--- config.mk ---
export PLATFORM = sky130hd
export DESIGN_NAME = itrc_rob
export DESIGN_NICKNAME = d
export VERILOG_FILES = /design/src/rtl/itrc_rob.sv
export SDC_FILE = /design/constraint.sdc
export NUM_CORES = 2
export LEC_CHECK = 0
export ABC_AREA = 1
export CORE_MARGIN = 8
export CORE_UTILIZATION = 55
export DETAILED_ROUTE_END_ITERATION = 16
export GPL_TIMING_DRIVEN = 0
export MAX_ROUTING_LAYER = met4
export PLACE_DENSITY_LB_ADDON = 0.08
export SLEW_MARGIN = 20
export SYNTH_ARGS = -nofsm -noshare
export SYNTH_HDL_FRONTEND = slang
export SYNTH_SLANG_ARGS = --single-unit
export TNS_END_PERCENT = 20
--- constraint.sdc ---
create_clock -name clk -period 28.1 [get_ports clk]
set_input_delay 4.215 -clock clk [delete_from_list [all_inputs] [get_ports clk]]
set_output_delay 4.215 -clock clk [all_outputs]
set_load 0.05 [all_outputs]
--- src/rtl/itrc_rob.sv ---
// ---------------------------------------------------------------------------
// itrc_rob -- instruction-trace completion buffer
//
// Captures one trace record per dispatched instruction in program order,
// merges out-of-order writeback results arriving on NRES completion ports
// (matched by destination tag), and streams completed records in order on a
// valid/ready interface towards the trace sink.
//
// Ports
//   clk, arst_n      clock, asynchronous active-low reset
//   flush            discard every buffered entry (dominates all events)
//   alloc_*          dispatch side: val/rdy handshake, payload, tag,
//                    pending flag and immediate rd value
//   cmpl_*           NRES completion ports, port p in slice p of each bus
//   out_*            in-order record stream: val/rdy, id, payload, rd value
//   count            registered occupancy
//   err_orphan       sticky: some completion matched no pending entry
// ---------------------------------------------------------------------------
module itrc_rob #(
    parameter int XLEN   = 32,
    parameter int DEPTH  = 8,
    parameter int NRES   = 2,
    parameter int INFO_W = 320,
    parameter int IDW    = 32,
    parameter int TAGW   = 5
) (
    input  logic                     clk,
    input  logic                     arst_n,
    input  logic                     flush,
    input  logic                     alloc_val,
    output logic                     alloc_rdy,
    input  logic [INFO_W-1:0]        alloc_info,
    input  logic [TAGW-1:0]          alloc_tag,
    input  logic                     alloc_pend,
    input  logic [XLEN-1:0]          alloc_rdval,
    input  logic [NRES-1:0]          cmpl_val,
    input  logic [NRES*TAGW-1:0]     cmpl_tag,
    input  logic [NRES*XLEN-1:0]     cmpl_data,
    output logic                     out_val,
    input  logic                     out_rdy,
    output logic [IDW-1:0]           out_id,
    output logic [INFO_W-1:0]        out_info,
    output logic [XLEN-1:0]          out_rdval,
    output logic [$clog2(DEPTH):0]   count,
    output logic                     err_orphan
);

    localparam int AW = $clog2(DEPTH);
    localparam logic [AW:0]    PTR_ONE = (AW+1)'(1);
    localparam logic [IDW-1:0] ID_ONE  = IDW'(1);

    // Pointers carry one extra wrap bit so full and empty are distinguishable.
    logic [AW:0]       rd_ptr, wr_ptr;
    logic [AW-1:0]     rd_idx, wr_idx;

    // Per-entry control state (reset) and payload storage (not reset).
    logic [DEPTH-1:0]  ent_val, ent_cmpl;
    logic [TAGW-1:0]   tag_mem   [DEPTH];
    logic [IDW-1:0]    id_mem    [DEPTH];
    logic [INFO_W-1:0] info_mem  [DEPTH];
    logic [XLEN-1:0]   rdval_mem [DEPTH];

    logic [IDW-1:0]    id_cnt;
    logic              full, do_alloc, do_pop;

    // Completion search results
    logic [NRES-1:0]   hit;
    logic [AW-1:0]     hit_idx [NRES];
    logic [DEPTH-1:0]  claimed;
    logic [AW-1:0]     scan_idx;
    logic [TAGW-1:0]   port_tag;

    assign rd_idx    = rd_ptr[AW-1:0];
    assign wr_idx    = wr_ptr[AW-1:0];
    assign full      = (wr_ptr[AW] != rd_ptr[AW]) && (wr_idx == rd_idx);
    assign alloc_rdy = !full && !flush;
    assign do_alloc  = alloc_val && alloc_rdy;
    assign out_val   = ent_val[rd_idx] && ent_cmpl[rd_idx] && !flush;
    assign do_pop    = out_val && out_rdy;
    assign count     = wr_ptr - rd_ptr;

    assign out_id    = id_mem[rd_idx];
    assign out_info  = info_mem[rd_idx];
    assign out_rdval = rdval_mem[rd_idx];

    // Each port scans from the head (oldest) towards the tail and takes the
    // first valid, still-incomplete entry with its tag. Entries taken by a
    // lower-numbered port are masked out so equal tags on two ports retire
    // the two oldest matches. Entries written this cycle are not yet valid,
    // so a same-cycle completion cannot see them.
    // NOTE: every variable assigned in this block gets a default first, so
    // no path leaves a value held over and no latch is inferred.
    always_comb begin
        hit      = '0;
        claimed  = '0;
        scan_idx = '0;
        port_tag = '0;
        for (int p = 0; p < NRES; p++) hit_idx[p] = '0;
        for (int p = 0; p < NRES; p++) begin
            port_tag = cmpl_tag[p*TAGW +: TAGW];
            for (int k = 0; k < DEPTH; k++) begin
                scan_idx = rd_idx + AW'(k);
                if (cmpl_val[p] && !hit[p] && ent_val[scan_idx] &&
                    !ent_cmpl[scan_idx] && !claimed[scan_idx] &&
                    tag_mem[scan_idx] == port_tag) begin
                    hit[p]             = 1'b1;
                    hit_idx[p]         = scan_idx;
                    claimed[scan_idx]  = 1'b1;
                end
            end
        end
    end

    // NOTE: sequential state uses non-blocking assignments only, so every
    // register samples the pre-edge values regardless of statement order.
    always_ff @(posedge clk or negedge arst_n) begin
        if (!arst_n) begin
            rd_ptr     <= '0;
            wr_ptr     <= '0;
            id_cnt     <= '0;
            ent_val    <= '0;
            ent_cmpl   <= '0;
            err_orphan <= 1'b0;
        end else if (flush) begin
            // The id counter deliberately keeps running across a flush.
            rd_ptr   <= '0;
            wr_ptr   <= '0;
            ent_val  <= '0;
            ent_cmpl <= '0;
        end else begin
            for (int p = 0; p < NRES; p++) begin
                if (hit[p]) begin
                    ent_cmpl[hit_idx[p]] <= 1'b1;
                end else if (cmpl_val[p]) begin
                    err_orphan <= 1'b1;
                end
            end
            if (do_pop) begin
                ent_val[rd_idx] <= 1'b0;
                rd_ptr          <= rd_ptr + PTR_ONE;
            end
            if (do_alloc) begin
                ent_val[wr_idx]  <= 1'b1;
                ent_cmpl[wr_idx] <= !alloc_pend;
                wr_ptr           <= wr_ptr + PTR_ONE;
                id_cnt           <= id_cnt + ID_ONE;
            end
        end
    end

    // NOTE: payload storage has no reset; it is only observed through
    // entries whose valid bit (which is reset) is set.
    always_ff @(posedge clk) begin
        if (do_alloc) begin
            info_mem[wr_idx]  <= alloc_info;
            id_mem[wr_idx]    <= id_cnt;
            tag_mem[wr_idx]   <= alloc_tag;
            rdval_mem[wr_idx] <= (alloc_tag == '0) ? '0 : alloc_rdval;
        end
        if (!flush) begin
            for (int p = 0; p < NRES; p++) begin
                if (hit[p]) begin
                    // Writes to tag 0 (hard-wired zero register) read back as 0.
                    rdval_mem[hit_idx[p]] <= (cmpl_tag[p*TAGW +: TAGW] == '0) ?
                                             '0 : cmpl_data[p*XLEN +: XLEN];
                end
            end
        end
    end

endmodule

==> impl_metrics.ini <==
[outcome]
outcome = completed

[timing]
relSlewSlack = 0.158
worst_hold_slack_ns = 0.502
finClkSkew_ns = 0.104
finalCriticalPeriod_ns = 15.54
fin_tns_setup_ns = 0
finalMaxSlewViolations = 0
report.final.hold_viol_count = 0
setup_viol = 0
fmax_ghz = 0.0644
period_share = 0.553
pin_slew_with_the_least_headroom_to_its_limit_ns = 1.26
rsz0062_at_grt = no

[clock_tree]
numCtsBuffers = 341
clock_tree.root_cell = sky130_fd_sc_hd__clkbuf_16
clk_path_buf_depth = 4
post-cts-setup-buffer-count = 0
htreeDepth = 5
post_cts_repair_resize_count = 0
tritoncts = done
cts_hold_repair.buffers = 0
numClockSinks = 3169
worstSkewPairLatency_ns = 0.98
clk_pin_slew_worst_paths_ns = 0.06

[power_and_ir_drop]
pwr-share-seq = 0.518
clock_network_fraction_of_total_power = 0.415
power_switching_mw = 2.31
pwr-share-comb = 0.067
power.internal_mw = 7.94
vdd.ir_drop.worst_mv = 0.0667
power.static_leakage_nw = 55.3
power.switching_fraction = 0.226
power.total_mw = 10.2
power_density_mw_per_mm2 = 64.1

[die]
core-area_mm2 = 0.243
overall_die_area_mm2 = 0.260
initial_core_util = 0.553
pin_count = 830
die-width_um = 510
placement_rows = 181
fp.dieH_um = 510

[synth]
most_used_flip_flop_cell_after_synthesis = sky130_fd_sc_hd__edfxtp_1
yosys_warning_count = 0
synth.net_count = 12400
netlist.top_cell.by_area = sky130_fd_sc_hd__edfxtp_1
synth_async_sr_flop_share = 0.0180
mappedNetlistArea_mm2 = 0.134
synth_top_area_frac = 0.695
synth-seq-cells = 3169
synthesis.instances = 11900
synth_cell_type_count = 63
synth_edf_count = 3112
ys_seq_area_frac = 0.706
post_synth.cell_area_avg_um2 = 11.3
ys_top_cells_by_area = sky130_fd_sc_hd__edfxtp_1 (70%), sky130_fd_sc_hd__nor2_1 (7.9%), sky130_fd_sc_hd__o21ai_0 (6.9%)

[critical_path]
path_common_cell = sky130_fd_sc_hd__nand2_1
rr_endpoint = rdval_mem[2][7]$_DFFE_PP_
cp-startpoint = rd_ptr[0]$_DFFE_PN0P_
worstSetupEndpointType = flop
r2r_slack_ns = 12.56
max_stage_delay_ns = 0.67
crit_type = flop to flop
r2r.worst_path.cells = 64
slowest_stage = sky130_fd_sc_hd__clkbuf_1
worstPathArrival_ns = 16.12
critical_path.reg2reg.startpoint = rd_ptr[0]$_DFFE_PN0P_
critPathLaunchType = flop
critical_path_required_ns = 28.69
critical_path.max_fanout = 13

[min_path]
hold_end = wr_ptr[3]$_DFFE_PN0P_
holdPathStages = 1
hold_path_startpoint = wr_ptr[3]$_DFFE_PN0P_
hold_path.class = flop to flop

[global_route]
grt_first_pass_wirelength_um = 677000
globalRouteMet1Util = 0.474
antenna_found_initial = 133
layer_carrying_the_most_global_route_usage = met2
grt_max_degree = 91
grt_util_met3 = 0.0993
global_route.overflow_total = 0
grt_pass1_vias = 98500
use_met2 = 0.534
gr-usage-all-layers = 0.366

[finish]
fin_nets = 13600
fillers = 18300
layout-drive-gt1-share = 0.0580
areaGrowthSynthToFinish_pct = 19.0

[placed_design]
numPortBuffers = 820
gpl.final_weighted_congestion = 1.04
detailed_place_hpwl_um = 330000

[flow_run]
drv.max_cap_violation_count = 0

[routing]
viasPerCell = 6.19
route.antenna.remaining_nets = 0
drtIter0Drc = 14200
routed_wire_length_per_instance_um = 28.6
drcViolationCount = 0
totalWireLength_um = 478000
dr.pass1.iters = 7
routed-via-count = 104000
[cells in the final DEF (no fill, tap or decap), types with 7 or more instances in the layout]
master / Yosys / routed
sky130_fd_sc_hd__clkdlybuf4s50_1: 0 / 819
sky130_fd_sc_hd__nand3_2: 7 / 8
sky130_fd_sc_hd__a21oi_1: 48 / 48
sky130_fd_sc_hd__o21ai_1: 28 / 28
sky130_fd_sc_hd__diode_2: 0 / 103
sky130_fd_sc_hd__clkbuf_16: 0 / 347
sky130_fd_sc_hd__nor2_4: 3 / 7
sky130_fd_sc_hd__clkinv_2: 0 / 52
sky130_fd_sc_hd__o22ai_1: 395 / 395
sky130_fd_sc_hd__nand2_2: 9 / 12
sky130_fd_sc_hd__clkinv_1: 6 / 75
sky130_fd_sc_hd__buf_1: 72 / 72
sky130_fd_sc_hd__buf_6: 20 / 23
sky130_fd_sc_hd__xor2_1: 68 / 68
sky130_fd_sc_hd__xnor2_1: 13 / 13
sky130_fd_sc_hd__o21bai_1: 12 / 12
sky130_fd_sc_hd__a31oi_1: 386 / 386
sky130_fd_sc_hd__nand4_1: 223 / 223
sky130_fd_sc_hd__buf_2: 66 / 66
sky130_fd_sc_hd__o211ai_1: 10 / 10
sky130_fd_sc_hd__nand3_1: 338 / 334
sky130_fd_sc_hd__buf_12: 0 / 51
sky130_fd_sc_hd__nand2_1: 1300 / 1297
sky130_fd_sc_hd__inv_1: 231 / 227
sky130_fd_sc_hd__o21ai_0: 1854 / 1854
sky130_fd_sc_hd__ha_1: 11 / 11
sky130_fd_sc_hd__nor3_1: 31 / 31
sky130_fd_sc_hd__clkbuf_1: 651 / 691
sky130_fd_sc_hd__bufinv_16: 0 / 21
sky130_fd_sc_hd__buf_16: 0 / 53
sky130_fd_sc_hd__clkbuf_2: 0 / 37
sky130_fd_sc_hd__dfrtp_1: 57 / 57
sky130_fd_sc_hd__inv_2: 21 / 21
sky130_fd_sc_hd__nor2_1: 2838 / 2834
sky130_fd_sc_hd__edfxtp_1: 3112 / 3112
sky130_fd_sc_hd__buf_4: 23 / 24
[per-layer routing]
| layer | routed length, um | vias to the layer above |
|---|---|---|
| met5 | 0 | - |
| met2 | 211000 | 6518 |
| li1 | - | 45400 |
| met3 | 57700 | 1161 |
| met1 | 181000 | 50400 |
| met4 | 28800 | 0 |
[power groups by stage]
| stage | clock (mW) | combinational, mW | sequential [mW] |
|---|---|---|---|
| final | 4.25 | 0.685 | 5.31 |
| after global routing | 4.44 | 0.718 | 5.32 |
| after CTS | 4.26 | 0.674 | 5.31 |
| after detailed placement | 0 | 0.670 | 5.41 |
| after global placement | 0 | 0.637 | 5.48 |
| after floorplan | 0 | 0.323 | 5.44 |
[through the flow]
| step | cells | setup slack (ns) | cell area, um2 | utilization |
|---|---|---|---|---|
| finish | 16700 | 12.56 | 160000 | 0.658 |
| CTS | 16600 | 13.19 | 160000 | 0.657 |
| global placement | 15900 | -17.00 | 147000 | 0.603 |
| global route | 16700 | 12.21 | 160000 | 0.658 |
| floorplan | 11900 | 4.45 | 134000 | - |
| detailed placement | 16000 | 13.25 | 149000 | 0.614 |
[worst max path at each step]
stage,endpoint,slack (ns),cells past startpoint
after detailed placement,rdval_mem[2][8]$_DFFE_PP_,13.25,64
after global routing,rdval_mem[2][7]$_DFFE_PP_,12.21,64
after global placement,rdval_mem[2][8]$_DFFE_PP_,-17.00,10
after CTS,rdval_mem[2][9]$_DFFE_PP_,13.19,64
after floorplan,rdval_mem[2][0]$_DFFE_PP_,4.45,9
final,rdval_mem[2][7]$_DFFE_PP_,12.56,64
[logic make-up (layout without fill, tap and decap cells)]
family | after synthesis | in the layout | synth area share
adders and majority gates | 12 | 12 | 0.00117
DFF | 3169 | 3169 | 0.706
and+or+nand+nor | 4789 | 4789 | 0.144
AOI/OAI and AO/OA | 2760 | 2760 | 0.111
buffers and inverters | 1092 | 2608 | 0.0329
other | 0 | 103 | 0
xor gates and xnor gates | 81 | 81 | 0.00528
[state kept, by name, summed over array words and instances (netlist names)]
| signal | count |
|---|---|
| ent_cmpl | 8 |
| ent_val | 8 |
| err_orphan | 1 |
| id_cnt | 32 |
| id_mem | 256 |
| info_mem | 2560 |
| rd_ptr | 4 |
| rdval_mem | 256 |
| tag_mem | 40 |
| wr_ptr | 4 |
[cell type report]
type / instances / area, um2 / share of cell area
Sequential cell: 3169 / 94900 / 0.593
Tap cell: 3202 / 4010 / 0.0250
Clock inverter: 156 / 1290 / 0.00810
Antenna cell: 103 / 258 / 0.00161
Buffer: 832 / 3490 / 0.0218
Multi-Input combinational cell: 7642 / 35200 / 0.220
Clock buffer: 427 / 9010 / 0.0563
Timing Repair Buffer: 933 / 10800 / 0.0676
Inverter: 260 / 1010 / 0.00634
[cells in the mapped netlist, types with 31 or more instances]
cell type / instances
sky130_fd_sc_hd__edfxtp_1: 3112
sky130_fd_sc_hd__nor2_1: 2838
sky130_fd_sc_hd__o21ai_0: 1854
sky130_fd_sc_hd__nand2_1: 1300
sky130_fd_sc_hd__clkbuf_1: 651
sky130_fd_sc_hd__o22ai_1: 395
sky130_fd_sc_hd__a31oi_1: 386
sky130_fd_sc_hd__nand3_1: 338
sky130_fd_sc_hd__inv_1: 231
sky130_fd_sc_hd__nand4_1: 223
sky130_fd_sc_hd__buf_1: 72
sky130_fd_sc_hd__xor2_1: 68
sky130_fd_sc_hd__buf_2: 66
sky130_fd_sc_hd__dfrtp_1: 57
sky130_fd_sc_hd__a21oi_1: 48
sky130_fd_sc_hd__nor3_1: 31
[critical path: cells and delay by family, from the launching register on]
kind | cells | cell delay [ns]
adders and majority gates | 1 | 0.41
AOI/OAI and AO/OA | 4 | 0.55
DFF | 1 | 0.46
xor gates and xnor gates | 1 | 0.21
and+or+nand+nor | 35 | 6.29
buffers and inverters | 23 | 7.18
Power figures use the tool's default switching activity.
